### src/rtl/mem_store_split.sv
// mem_store_split: splits byte/halfword/word stores onto a 16-bit data
// memory port. Words go out as two consecutive beats, low half first; the
// upstream stage is stalled for the low beat. Misaligned and reserved-size
// stores are rejected with a one-cycle registered pulse.
module mem_store_split (
  input  logic        clk_i,
  input  logic        rst_i,
  input  logic        store_i,
  input  logic [1:0]  size_i,
  input  logic [31:0] addr_i,
  input  logic [31:0] wdata_i,
  output logic [31:0] data_mem_addr_o,
  output logic [15:0] data_mem_wdata_o,
  output logic        data_mem_we_o,
  output logic [1:0]  data_mem_be_o,
  output logic        stall_o,
  output logic        misalign_o,
  output logic [15:0] store_cnt_o
);

  typedef enum logic {
    ST_IDLE   = 1'b0,
    ST_W_HIGH = 1'b1
  } state_t;

  localparam logic [1:0] SZ_BYTE = 2'd0;
  localparam logic [1:0] SZ_HALF = 2'd1;
  localparam logic [1:0] SZ_WORD = 2'd2;

  state_t      r_state;
  logic [31:0] r_hi_addr;
  logic [15:0] r_hi_data;
  logic        r_misalign;
  logic [15:0] r_cnt;

  logic [31:0] w_addr;
  logic [15:0] w_wdata;
  logic        w_we;
  logic [1:0]  w_be;
  logic        w_stall;
  logic        w_word_low;
  logic        w_done;
  logic        w_misalign;

  // Memory-port decode: combinational from inputs in ST_IDLE, from latched
  // state in ST_W_HIGH; everything is forced quiet while reset is held.
  always_comb begin
    w_addr     = '0;
    w_wdata    = '0;
    w_we       = 1'b0;
    w_be       = '0;
    w_stall    = 1'b0;
    w_word_low = 1'b0;
    w_done     = 1'b0;
    w_misalign = 1'b0;
    if (!rst_i) begin
      case (r_state)
        ST_IDLE: begin
          if (store_i) begin
            case (size_i)
              SZ_BYTE: begin
                w_we    = 1'b1;
                w_addr  = {addr_i[31:1], 1'b0};
                w_wdata = {wdata_i[7:0], wdata_i[7:0]};
                w_be    = addr_i[0] ? 2'b10 : 2'b01;
                w_done  = 1'b1;
              end
              SZ_HALF: begin
                if (!addr_i[0]) begin
                  w_we    = 1'b1;
                  w_addr  = addr_i;
                  w_wdata = wdata_i[15:0];
                  w_be    = 2'b11;
                  w_done  = 1'b1;
                end else begin
                  w_misalign = 1'b1;
                end
              end
              SZ_WORD: begin
                if (!addr_i[0]) begin
                  w_we       = 1'b1;
                  w_addr     = addr_i;
                  w_wdata    = wdata_i[15:0];
                  w_be       = 2'b11;
                  w_stall    = 1'b1;
                  w_word_low = 1'b1;
                end else begin
                  w_misalign = 1'b1;
                end
              end
              default: begin
                w_misalign = 1'b1;
              end
            endcase
          end
        end
        ST_W_HIGH: begin
          w_we    = 1'b1;
          w_addr  = r_hi_addr;
          w_wdata = r_hi_data;
          w_be    = 2'b11;
          w_done  = 1'b1;
        end
        default: begin
          w_we = 1'b0;
        end
      endcase
    end
  end

  // FSM, high-beat latch, misalign pulse and completed-store counter.
  always_ff @(posedge clk_i or posedge rst_i) begin
    if (rst_i) begin
      r_state    <= ST_IDLE;
      r_hi_addr  <= '0;
      r_hi_data  <= '0;
      r_misalign <= 1'b0;
      r_cnt      <= '0;
    end else begin
      case (r_state)
        ST_IDLE: begin
          if (w_word_low) begin
            r_hi_addr <= addr_i + 32'd2;
            r_hi_data <= wdata_i[31:16];
            r_state   <= ST_W_HIGH;
          end
        end
        ST_W_HIGH: begin
          r_state <= ST_IDLE;
        end
        default: begin
          r_state <= ST_IDLE;
        end
      endcase
      r_misalign <= w_misalign;
      if (w_done) begin
        r_cnt <= r_cnt + 16'd1;
      end
    end
  end

  assign data_mem_addr_o  = w_addr;
  assign data_mem_wdata_o = w_wdata;
  assign data_mem_we_o    = w_we;
  assign data_mem_be_o    = w_be;
  assign stall_o          = w_stall;
  assign misalign_o       = r_misalign;
  assign store_cnt_o      = r_cnt;

endmodule

### config.mk
export PLATFORM = sky130hd
export DESIGN_NAME = mem_store_split
export DESIGN_NICKNAME = d
export VERILOG_FILES = /design/src/rtl/mem_store_split.sv
export SDC_FILE = /design/constraint.sdc
export NUM_CORES = 1
export LEC_CHECK = 0
export ABC_AREA = 1
export BUFFER_PORTS_ARGS = -buffer_cell sky130_fd_sc_hd__buf_2
export CORE_MARGIN = 2
export CORE_UTILIZATION = 56
export CTS_CLUSTER_SIZE = 24
export DETAILED_ROUTE_END_ITERATION = 10
export GPL_TIMING_DRIVEN = 1
export PLACE_DENSITY = 0.88
export SLEW_MARGIN = 40
export SYNTH_ARGS = -nofsm -noshare
export SYNTH_HDL_FRONTEND = slang
export SYNTH_SLANG_ARGS = --single-unit
export TNS_END_PERCENT = 10
### constraint.sdc
create_clock -name clk_i -period 7.3 [get_ports clk_i]
set_input_delay 1.095 -clock clk_i [delete_from_list [all_inputs] [get_ports clk_i]]
set_output_delay 1.095 -clock clk_i [all_outputs]
set_load 0.1 [all_outputs]
==> qor.yml, run 1 <==
synth:
  ys.flop_type: "dfrtp_1"
  synth_warnings: 0
  synth_enable_flop_cells: 0
  yosysUniqueCellTypes: 29
  async_flop_share_pct: 100
  ys_seq_area_share_pct: 36.8
  netlist_instances: 690
  synth.cell_area_mm2: 0.00448
  syn_avg_cell_area_um2: 6.50
  synth_seq_cells: 66
  syn-num-nets: 766
clock_network:
  clock-sinks: 66
  post-cts-setup-buffer-count: 0
  cts_buffers: 9
  ctsResizeCount: 0
  hold_buffers: 0
  clk_pin_slew_ns: 0.07
  cts-root-buf: "clkbuf_8"
  h-tree-depth: 3
  clock_tree.buffer_depth: 2
  tritoncts: "built"
  clock_latency_ns: 0.34
global_routing:
  grt_max_degree: 58
  grt_usage_pct: 29.4
  grt_pass1_vias: 4611
  grt_pass1_wl_mm: 20.6
  antenna_found_initial: 0
  overflow: 0
place:
  dp_worst_setup_slack_ns: 2.88
  placedCellCount: 903
  placed_cell_area_mm2: 0.00519
  gp_congestion: 0.858
  dp_hpwl_mm: 9.25
  portBuffers: 137
sta:
  hold_violations: 0
  setup_ws_ns: 2.85
  relSlewSlack_pct: 50.7
  hold-worst-slack_ns: 0.476
  tightest_slew_ns: 0.738
  drv_slew: 0
  period_share_pct: 61.0
  rsz0062_at_grt: "false"
  period_minus_slack_ns: 4.45
  setup_viol: 0
  clock_skew_ns: 0.0161
  fin_setup_tns_ns: 0
  max_freq_mhz: 225
die:
  die-area_mm2: 0.00874
  die_h_um: 93.5
  row_count: 32
  core_area_mm2: 0.00773
  io_pins: 138
  start_util_pct: 58.0
  die_x_um: 93.5
setup_path:
  critPathLaunchType: "primary input"
  crit_family: "simple AND/OR/NAND/NOR gates"
  crit_required_ns: 6.20
  crit_chain: "buf_2 > ha_1 > nor3_2 > nand2_2 > o21ai_0 > buf_2"
  cpMostUsedCell: "buf_2"
  path_buf_inv: 2
  cp_max_fo: 31
  cp_slowest_cell: "nor3_2"
  critPathKind: "in -> out"
  worstPathArrival_ns: 3.36
  end_kind: "output port"
  cp_slowest_stage_delay_ns: 0.59
routing:
  initialDrtViolationCount: 317
  wl_met3_mm: 1.08
  top_layer: "met4"
  vias: 5106
  dr_wl_met2_mm: 6.07
  viasPerCell: 5.56
  final_antenna_net_count: 0
  drc: 0
  first_pass_iters: 5
  wl_per_cell_um: 13.8
  wirelength_mm: 12.7
  wl_met1_mm: 5.12
finish:
  post-route-cell-area_mm2: 0.00542
  stdcell_count: 919
  final_nets: 888
  drive_gt1_share_pct: 21.4
  final_cell_mix: "254 x nand2_1, 137 x buf_2, 98 x nand3_1"
  diodes: 0
  area_growth_pct: 20.8
  final_common_cell: "nand2_1"
power_and_ir_drop:
  cellPowerDensity_mw_per_mm2: 224
  peakVddDrop_uv: 109
  p_leak_nw: 2.88
status:
  status: "complete, no violations"
job:
  maxCapViolations: 0
hold_path:
  worstHoldPathType: "reg -> reg"
-- worst min-delay path: cells and delay by family, from the launching register on --
family,cells,cell delay [ns]
and+or+nand+nor,2,0.10
DFF,1,0.34
-- worst paths after layout --
kind	endpoint	startpoint	depth (start not counted)	slack (ns)
worst max-delay path	data_mem_addr_o[23]	size_i[0]	6	2.85
worst min-delay path	r_hi_data[9]$_DFFE_PP0P_	r_hi_data[9]$_DFFE_PP0P_	2	0.48
worst max register to register	r_hi_data[8]$_DFFE_PP0P_	r_state$_DFF_PP0_	6	4.72
worst min register to register	r_hi_data[9]$_DFFE_PP0P_	r_hi_data[9]$_DFFE_PP0P_	2	0.48
max in group asynchronous	r_hi_addr[29]$_DFFE_PP0P_	rst_i	3	5.28
min in group asynchronous	r_hi_data[15]$_DFFE_PP0P_	rst_i	2	0.92
-- where the power goes --
| group | switching (W) | internal [W] | leakage (nW) | total [W] |
|---|---|---|---|---|
| Sequential | 0.0000420 | 0.000437 | 0.824 | 0.000479 |
| Clock | 0.000150 | 0.000202 | 0.112 | 0.000353 |
| Combinational | 0.000299 | 0.0000824 | 1.94 | 0.000382 |
| Total | 0.000492 | 0.000722 | 2.88 | 0.00121 |
-- per-stage QoR --
step                      util, %  power, W
after floorplan                 -  0.000783
after global placement       67.1  0.000852
after detailed placement     67.1  0.000865
after CTS                    70.1   0.00122
after global routing         70.1   0.00127
final                        70.1   0.00121
-- cell families after synthesis --
| logic type | share of synthesized area [%] |
|---|---|
| xor+xnor | 2.54 |
| buf+inv | 8.57 |
| simple gates | 40.3 |
| flops | 36.8 |
| compound gates | 9.82 |
| fa+ha+maj | 1.95 |
-- state kept, by name (all words and copies together) (netlist names) --
signal / cells
r_hi_data: 16
store_cnt_o: 16
misalign_o: 1
r_hi_addr: 32
r_state: 1
-- Yosys cell counts, drive strengths merged (3+ instances only) --
master  instances  area share [%]
xnor2           3            0.59
nand4           7            0.98
xor2           10             2.0
inv            66             5.5
buf            19             2.2
o21bai          8             1.3
ha              7             2.0
nand3          98              11
nor2           52             4.6
o22ai          10             1.4
o21ai          60             6.7
dfrtp          66              37
nor3            7             1.1
clkbuf         10            0.84
nand2         259              22
-- cell type report --
class,instances,area [µm²]
clock buffers,10,138
clock inverters,6,90.1
fillers,691,2310
inverters,66,249
multi-input cells,529,2450
flip-flops and latches,66,1650
well taps,102,128
repair buffers,140,708
-- metal layers --
metal  vias to the layer above  global-route usage, %
met5                         -                      0
met4                         0                   13.6
met3                        39                   4.27
met2                       271                   50.4
met1                      2341                   36.7
li1                       2455                      -
Note: power is estimated with default switching activity, not from simulation.
==> inputs of run 2 (changes only) <==
CORE_UTILIZATION = 52   (was 56)
PLACE_DENSITY = 0.83   (was 0.88)
clock period = 4.62 ns   (was 7.3 ns; I/O delays follow)
==> run 2 against run 1 <==
  * Clock-buffer cell count stayed put
  * Global-route usage is 2.2 points lower
  * Clock skew is 0.011 ns lower
  * Worst setup slack worse by 1.6 ns
  * Total power is 49% higher
  * Register-to-register slack worse by 2.3 ns
  * Via count is 2.6% lower
  * Highest routed layer unchanged
  * Non-clock buffer count is 3 higher
  * Critical path depth is 3 higher
  * Clock power is 27% higher
  * Routed wire length is 0.67% higher
  * Sequential power is 58% higher
==> qor.yml, run 2 (synthesis gave the netlist of run 1 again) <==
setup_path:
  critPathKind: "in -> out"
  regToRegSetupSlack_ns: 2.37  # -2.35 ns
  cp_slowest_cell: "ha_1"
  cpMostUsedCell: "nand2_1"
  critPathLaunchType: "primary input"
  crit_required_ns: 3.93  # -2.27 ns
  crit_chain: "buf_2 > inv_1 > ha_1 > nand2_1 > nand2_1 > buf_4 > nand2_1 > o21ai_0 > buf_2"
  cp_max_fo: 32  # +3.2%
  end_kind: "output port"
  timing.rr.end: "store_cnt_o[8]$_DFFE_PP0P_"
  reg2reg_depth: 6  # unchanged
  r2r-start: "r_state$_DFF_PP0_"
  worstPathArrival_ns: 2.69  # -0.67 ns
  cp_slowest_stage_delay_ns: 0.47  # -0.12 ns
clock_network:
  cts-root-buf: "clkbuf_8"
  cts_buffers: 9  # unchanged
  h-tree-depth: 3  # unchanged
  post-cts-setup-buffer-count: 0  # unchanged
  clock_latency_ns: 0.34  # about the same
  clk_pin_slew_ns: 0.08  # about the same
  clock_tree.buffer_depth: 2  # unchanged
  clock-sinks: 66  # unchanged
  tritoncts: "built"
  ctsResizeCount: 0  # unchanged
  hold_buffers: 0  # unchanged
routing:
  wirelength_mm: 12.8  # +0.67%
  initialDrtViolationCount: 289  # -8.8%
  drc: 0  # unchanged
  first_pass_iters: 8  # +3
  wl_per_cell_um: 13.8  # about the same
  final_antenna_net_count: 0  # unchanged
  vias: 4973  # -2.6%
  viasPerCell: 5.38  # -3.2%
finish:
  drive_gt1_share_pct: 21.6  # +0.17 points
  nFillCells: 784  # +13%
  final_common_cell: "nand2_1"
  regMostFlops: "r_hi_addr"
  multi_input_area_mm2: 0.00245  # -0.10%
  area_growth_pct: 20.3
  seqCellArea_mm2: 0.00165  # unchanged
  diodes: 0  # unchanged
  largest_reg_flops: 32  # unchanged
  final_nets: 891  # +0.34%
  stdcell_count: 925  # +0.65%
  final_cell_mix: "255 x nand2_1, 137 x buf_2, 98 x nand3_1"
die:
  die_h_um: 96.9  # +3.6%
  die_x_um: 96.9  # +3.6%
  start_util_pct: 54.0  # -4.0 points
  row_count: 33  # +3.1%
  die-area_mm2: 0.00938  # +7.4%
  core_area_mm2: 0.00830  # +7.4%
  io_pins: 138  # unchanged
global_routing:
  grt_max_degree: 70  # +21%
  overflow: 0  # unchanged
  grt_pass1_wl_mm: 21.3  # +3.2%
  grt_pass1_vias: 4618  # +0.15%
  antenna_found_initial: 0  # unchanged
  grt_usage_pct: 27.2  # -2.2 points
place:
  portBuffers: 137  # unchanged
  dp_hpwl_mm: 9.41  # +1.8%
  placedCellCount: 909  # +0.66%
  gp_congestion: 0.953  # +11%
hold_path:
  holdPathEnd: "r_hi_data[4]$_DFFE_PP0P_"
  worstHoldPathType: "reg -> reg"
  hp-start: "r_hi_data[4]$_DFFE_PP0P_"
  min_path_cells: 2  # unchanged
job:
  maxCapViolations: 0  # unchanged
sta:
  hold_violations: 0  # unchanged
  setup_viol: 0  # unchanged
  relSlewSlack_pct: 49.0  # -1.7 points
  max_freq_mhz: 295
  period_share_pct: 73.3
  clock_skew_ns: 0.00542  # -0.0107 ns
  tightest_slew_ns: 0.765  # +0.0268 ns
  fin_setup_tns_ns: 0  # unchanged
  period_minus_slack_ns: 3.39
  drv_slew: 0  # unchanged
  rsz0062_at_grt: "false"
power_and_ir_drop:
  peakVddDrop_uv: 243  # +120%
  p_leak_nw: 2.87  # -0.44%
  cellPowerDensity_mw_per_mm2: 336  # +50%
status:
  status: "complete, no violations"
[run 2: area by class of cell]
| cell class | instances | share of cell area [%] |
|---|---|---|
| clock buffer | 10 | 2.55 |
| clock inverter | 6 | 0.766 |
| sequential | 66 | 30.6 |
| tap | 105 | 2.44 |
| multi-input combinational | 529 | 45.4 |
| timing repair buffer | 143 | 13.6 |
| inverter | 66 | 4.62 |
[run 2: worst max-delay path by stage]
stage,start,end,cells past startpoint
5_1_grt,size_i[0],data_mem_addr_o[8],9
3_3_place_gp,size_i[0],data_mem_addr_o[8],7
3_5_place_dp,size_i[1],data_mem_addr_o[8],9
2_1_floorplan,size_i[0],data_mem_addr_o[18],7
6_report,size_i[1],data_mem_addr_o[8],9
4_1_cts,size_i[1],data_mem_addr_o[8],9
[run 2: critical path, delay by kind of cell]
family | cells | cell delay, ns
and+or+nand+nor | 3 | 0.33
AOI/OAI and AO/OA | 1 | 0.20
buffers and inverters | 4 | 0.98
adders and majority gates | 1 | 0.47
[run 2: layer usage]
layer | wire length [µm] | vias up | track usage, %
met5 | 0 | - | 0
met1 | 5610 | 2284 | 35.9
met2 | 6170 | 200 | 46.1
met3 | 796 | 24 | 4.19
li1 | - | 2465 | -
met4 | 232 | 0 | 8.45
[run 2: stage by stage]
| stage | instance area [µm²] | util (%) | hold WS, ns | setup slack [ns] | total power [W] |
|---|---|---|---|---|---|
| floorplan | 4480 | - | 0.443 | 0.391 | 0.00124 |
| global placement | 5210 | 62.8 | 0.455 | 1.22 | 0.00135 |
| detailed placement | 5210 | 62.8 | 0.459 | 1.26 | 0.00137 |
| CTS | 5390 | 65.0 | 0.478 | 1.26 | 0.00182 |
| global route | 5390 | 65.0 | 0.498 | 1.10 | 0.00191 |
| finish | 5390 | 65.0 | 0.476 | 1.23 | 0.00181 |
[run 2: power breakdown]
group          leakage (nW)  internal, W  switching, W
logic                  1.96     0.000132      0.000473
registers             0.824     0.000690     0.0000689
clock network        0.0847     0.000209      0.000238
==> inputs of run 3 (changes only) <==
CORE_UTILIZATION = 47   (was 52)
PLACE_DENSITY = 0.79   (was 0.83)
clock period = 3.1 ns   (was 4.62 ns; I/O delays follow)
==> run 3 against run 2 <==
  * Worst hold slack got worse by 0.33 ns
  * Largest cell class unchanged
  * Sequential power increased by 49%
  * Sequential share of layout area decreased by 3.2 points
  * Via count increased by 1.6%
  * Sequential cell count unchanged
==> qor.yml, run 3 (synthesis gave the netlist of run 1 again) <==
clock_network:
  h-tree-depth: 3  # unchanged
  ctsResizeCount: 0  # unchanged
  cts_buffers: 9  # unchanged
  cts-root-buf: "clkbuf_8"
  hold_buffers: 0  # unchanged
  clock_latency_ns: 0.35  # about the same
  tritoncts: "built"
  clock_tree.buffer_depth: 2  # unchanged
  post-cts-setup-buffer-count: 0  # unchanged
  clk_pin_slew_ns: 0.08  # about the same
  clock-sinks: 66  # unchanged
finish:
  regMostFlops: "r_hi_addr"
  seqCellArea_mm2: 0.00165  # unchanged
  final_nets: 894  # +0.34%
  area_growth_pct: 34.2
  multi_input_area_mm2: 0.00245  # -0.10%
  diodes: 0  # unchanged
  drive_gt1_share_pct: 21.7  # +0.16 points
  final_common_cell: "nand2_1"
  largest_reg_flops: 32  # unchanged
  final_cell_mix: "256 x nand2_1, 103 x buf_2, 98 x nand3_1"
  nFillCells: 808  # +3.1%
  fin_util_pct: 65.1  # +0.14 points
  stdcell_count: 952  # +2.9%
place:
  portBuffers: 137  # unchanged
  gp_congestion: 0.970  # +1.8%
  dp_hpwl_mm: 9.69  # +2.9%
  placedCellCount: 936  # +3.0%
  dp_worst_setup_slack_ns: 0.598  # -0.660 ns
sta:
  period_share_pct: 82.4
  setup_ws_ns: 0.544  # -0.688 ns
  hold_violations: 0  # unchanged
  drv_slew: 0  # unchanged
  max_freq_mhz: 391
  relSlewSlack_pct: 50.4  # +1.4 points
  period_minus_slack_ns: 2.56
  rsz0062_at_grt: "false"
  tightest_slew_ns: 0.742  # -0.0224 ns
  clock_skew_ns: 0.00792  # +0.00250 ns
  setup_viol: 0  # unchanged
setup_path:
  critical_path.endpoint: "data_mem_addr_o[28]"
  end_kind: "output port"
  critPathLaunchType: "primary input"
  critPathLaunch: "size_i[1]"
  crit_required_ns: 2.63  # -1.30 ns
  r2r-start: "r_state$_DFF_PP0_"
  worstPathArrival_ns: 2.09  # -0.60 ns
  reg2reg_depth: 5  # -1
  timing.rr.end: "store_cnt_o[9]$_DFFE_PP0P_"
  regToRegSetupSlack_ns: 1.14  # -1.23 ns
  critPathKind: "in -> out"
  cp_max_fo: 32  # unchanged
die:
  row_count: 35  # +6.1%
  io_pins: 138  # unchanged
  die_x_um: 102  # +5.0%
  die-area_mm2: 0.0103  # +10%
  start_util_pct: 48.5  # -5.5 points
  core_area_mm2: 0.00924  # +11%
  die_h_um: 102  # +5.0%
job:
  maxCapViolations: 0  # unchanged
hold_path:
  worstHoldPathType: "in -> async"
routing:
  wirelength_mm: 13.2  # +2.9%
  final_antenna_net_count: 0  # unchanged
  initialDrtViolationCount: 327  # +13%
  wl_per_cell_um: 13.8  # about the same
  first_pass_iters: 5  # -3
  drc: 0  # unchanged
  vias: 5053  # +1.6%
  viasPerCell: 5.31  # -1.3%
power_and_ir_drop:
  cellPowerDensity_mw_per_mm2: 482  # +44%
  peakVddDrop_uv: 417  # +72%
  p_leak_nw: 3.00  # +4.8%
  total_power_w: 0.00290  # +60%
status:
  status: "complete, no violations"
global_routing:
  antenna_found_initial: 0  # unchanged
  grt_pass1_vias: 4588  # -0.65%
  overflow: 0  # unchanged
  grt_max_degree: 58  # -17%
  grt_usage_pct: 26.3  # -0.90 points
  grt_pass1_wl_mm: 21.7  # +2.0%
run 3: critical path: stages:
cell and delay, ns:
buf_2 0.11, inv_1 0.08, ha_1 0.31, nand2_1 0.08, nand2_1 0.12, buf_12 0.18
nand2_1 0.06, o21ai_0 0.40, buf_12 0.24
run 3: worst min-delay path by stage:
stage | slack (ns) | to | start | depth (start not counted)
after floorplan | 0.44 | r_hi_addr[2]$_DFFE_PP0P_ | r_hi_addr[2]$_DFFE_PP0P_ | 2
after global placement | 0.46 | r_hi_data[2]$_DFFE_PP0P_ | r_hi_data[2]$_DFFE_PP0P_ | 2
after detailed placement | 0.46 | r_hi_data[12]$_DFFE_PP0P_ | r_hi_data[12]$_DFFE_PP0P_ | 2
after CTS | 0.14 | store_cnt_o[8]$_DFFE_PP0P_ | rst_i | 2
after global routing | 0.15 | store_cnt_o[13]$_DFFE_PP0P_ | rst_i | 2
final | 0.14 | store_cnt_o[8]$_DFFE_PP0P_ | rst_i | 2
run 3: layout make-up:
cell class	count	share of cell area, %
clock buffers	9	2.06
clock inverters	7	1.56
inverters	66	4.14
multi-input cells	529	40.7
flip-flops and latches	66	27.5
well taps	129	2.68
repair buffers	146	21.4
run 3: stage by stage:
| stage | setup TNS [ns] | hold slack, ns | area [µm²] |
|---|---|---|---|
| floorplan | -18.63 | 0.443 | 4480 |
| global placement | 0 | 0.455 | 5800 |
| detailed placement | 0 | 0.460 | 5800 |
| CTS | 0 | 0.139 | 6020 |
| global route | 0 | 0.150 | 6020 |
| finish | 0 | 0.142 | 6020 |
run 3: layer usage:
metal  GRT usage [%]  wire (µm)  vias to the layer above
met4            9.77        341                        0
met2            42.2       6310                      200
met3            5.18        843                       31
met5               0          0                        -
li1                -          -                     2470
met1            35.4       5690                     2352
run 3: power breakdown:
part	total, W	switching [W]	internal [W]
combinational	0.000963	0.000719	0.000244
sequential	0.00113	0.000101	0.00103
clock	0.000807	0.000356	0.000451
total	0.00290	0.00118	0.00172
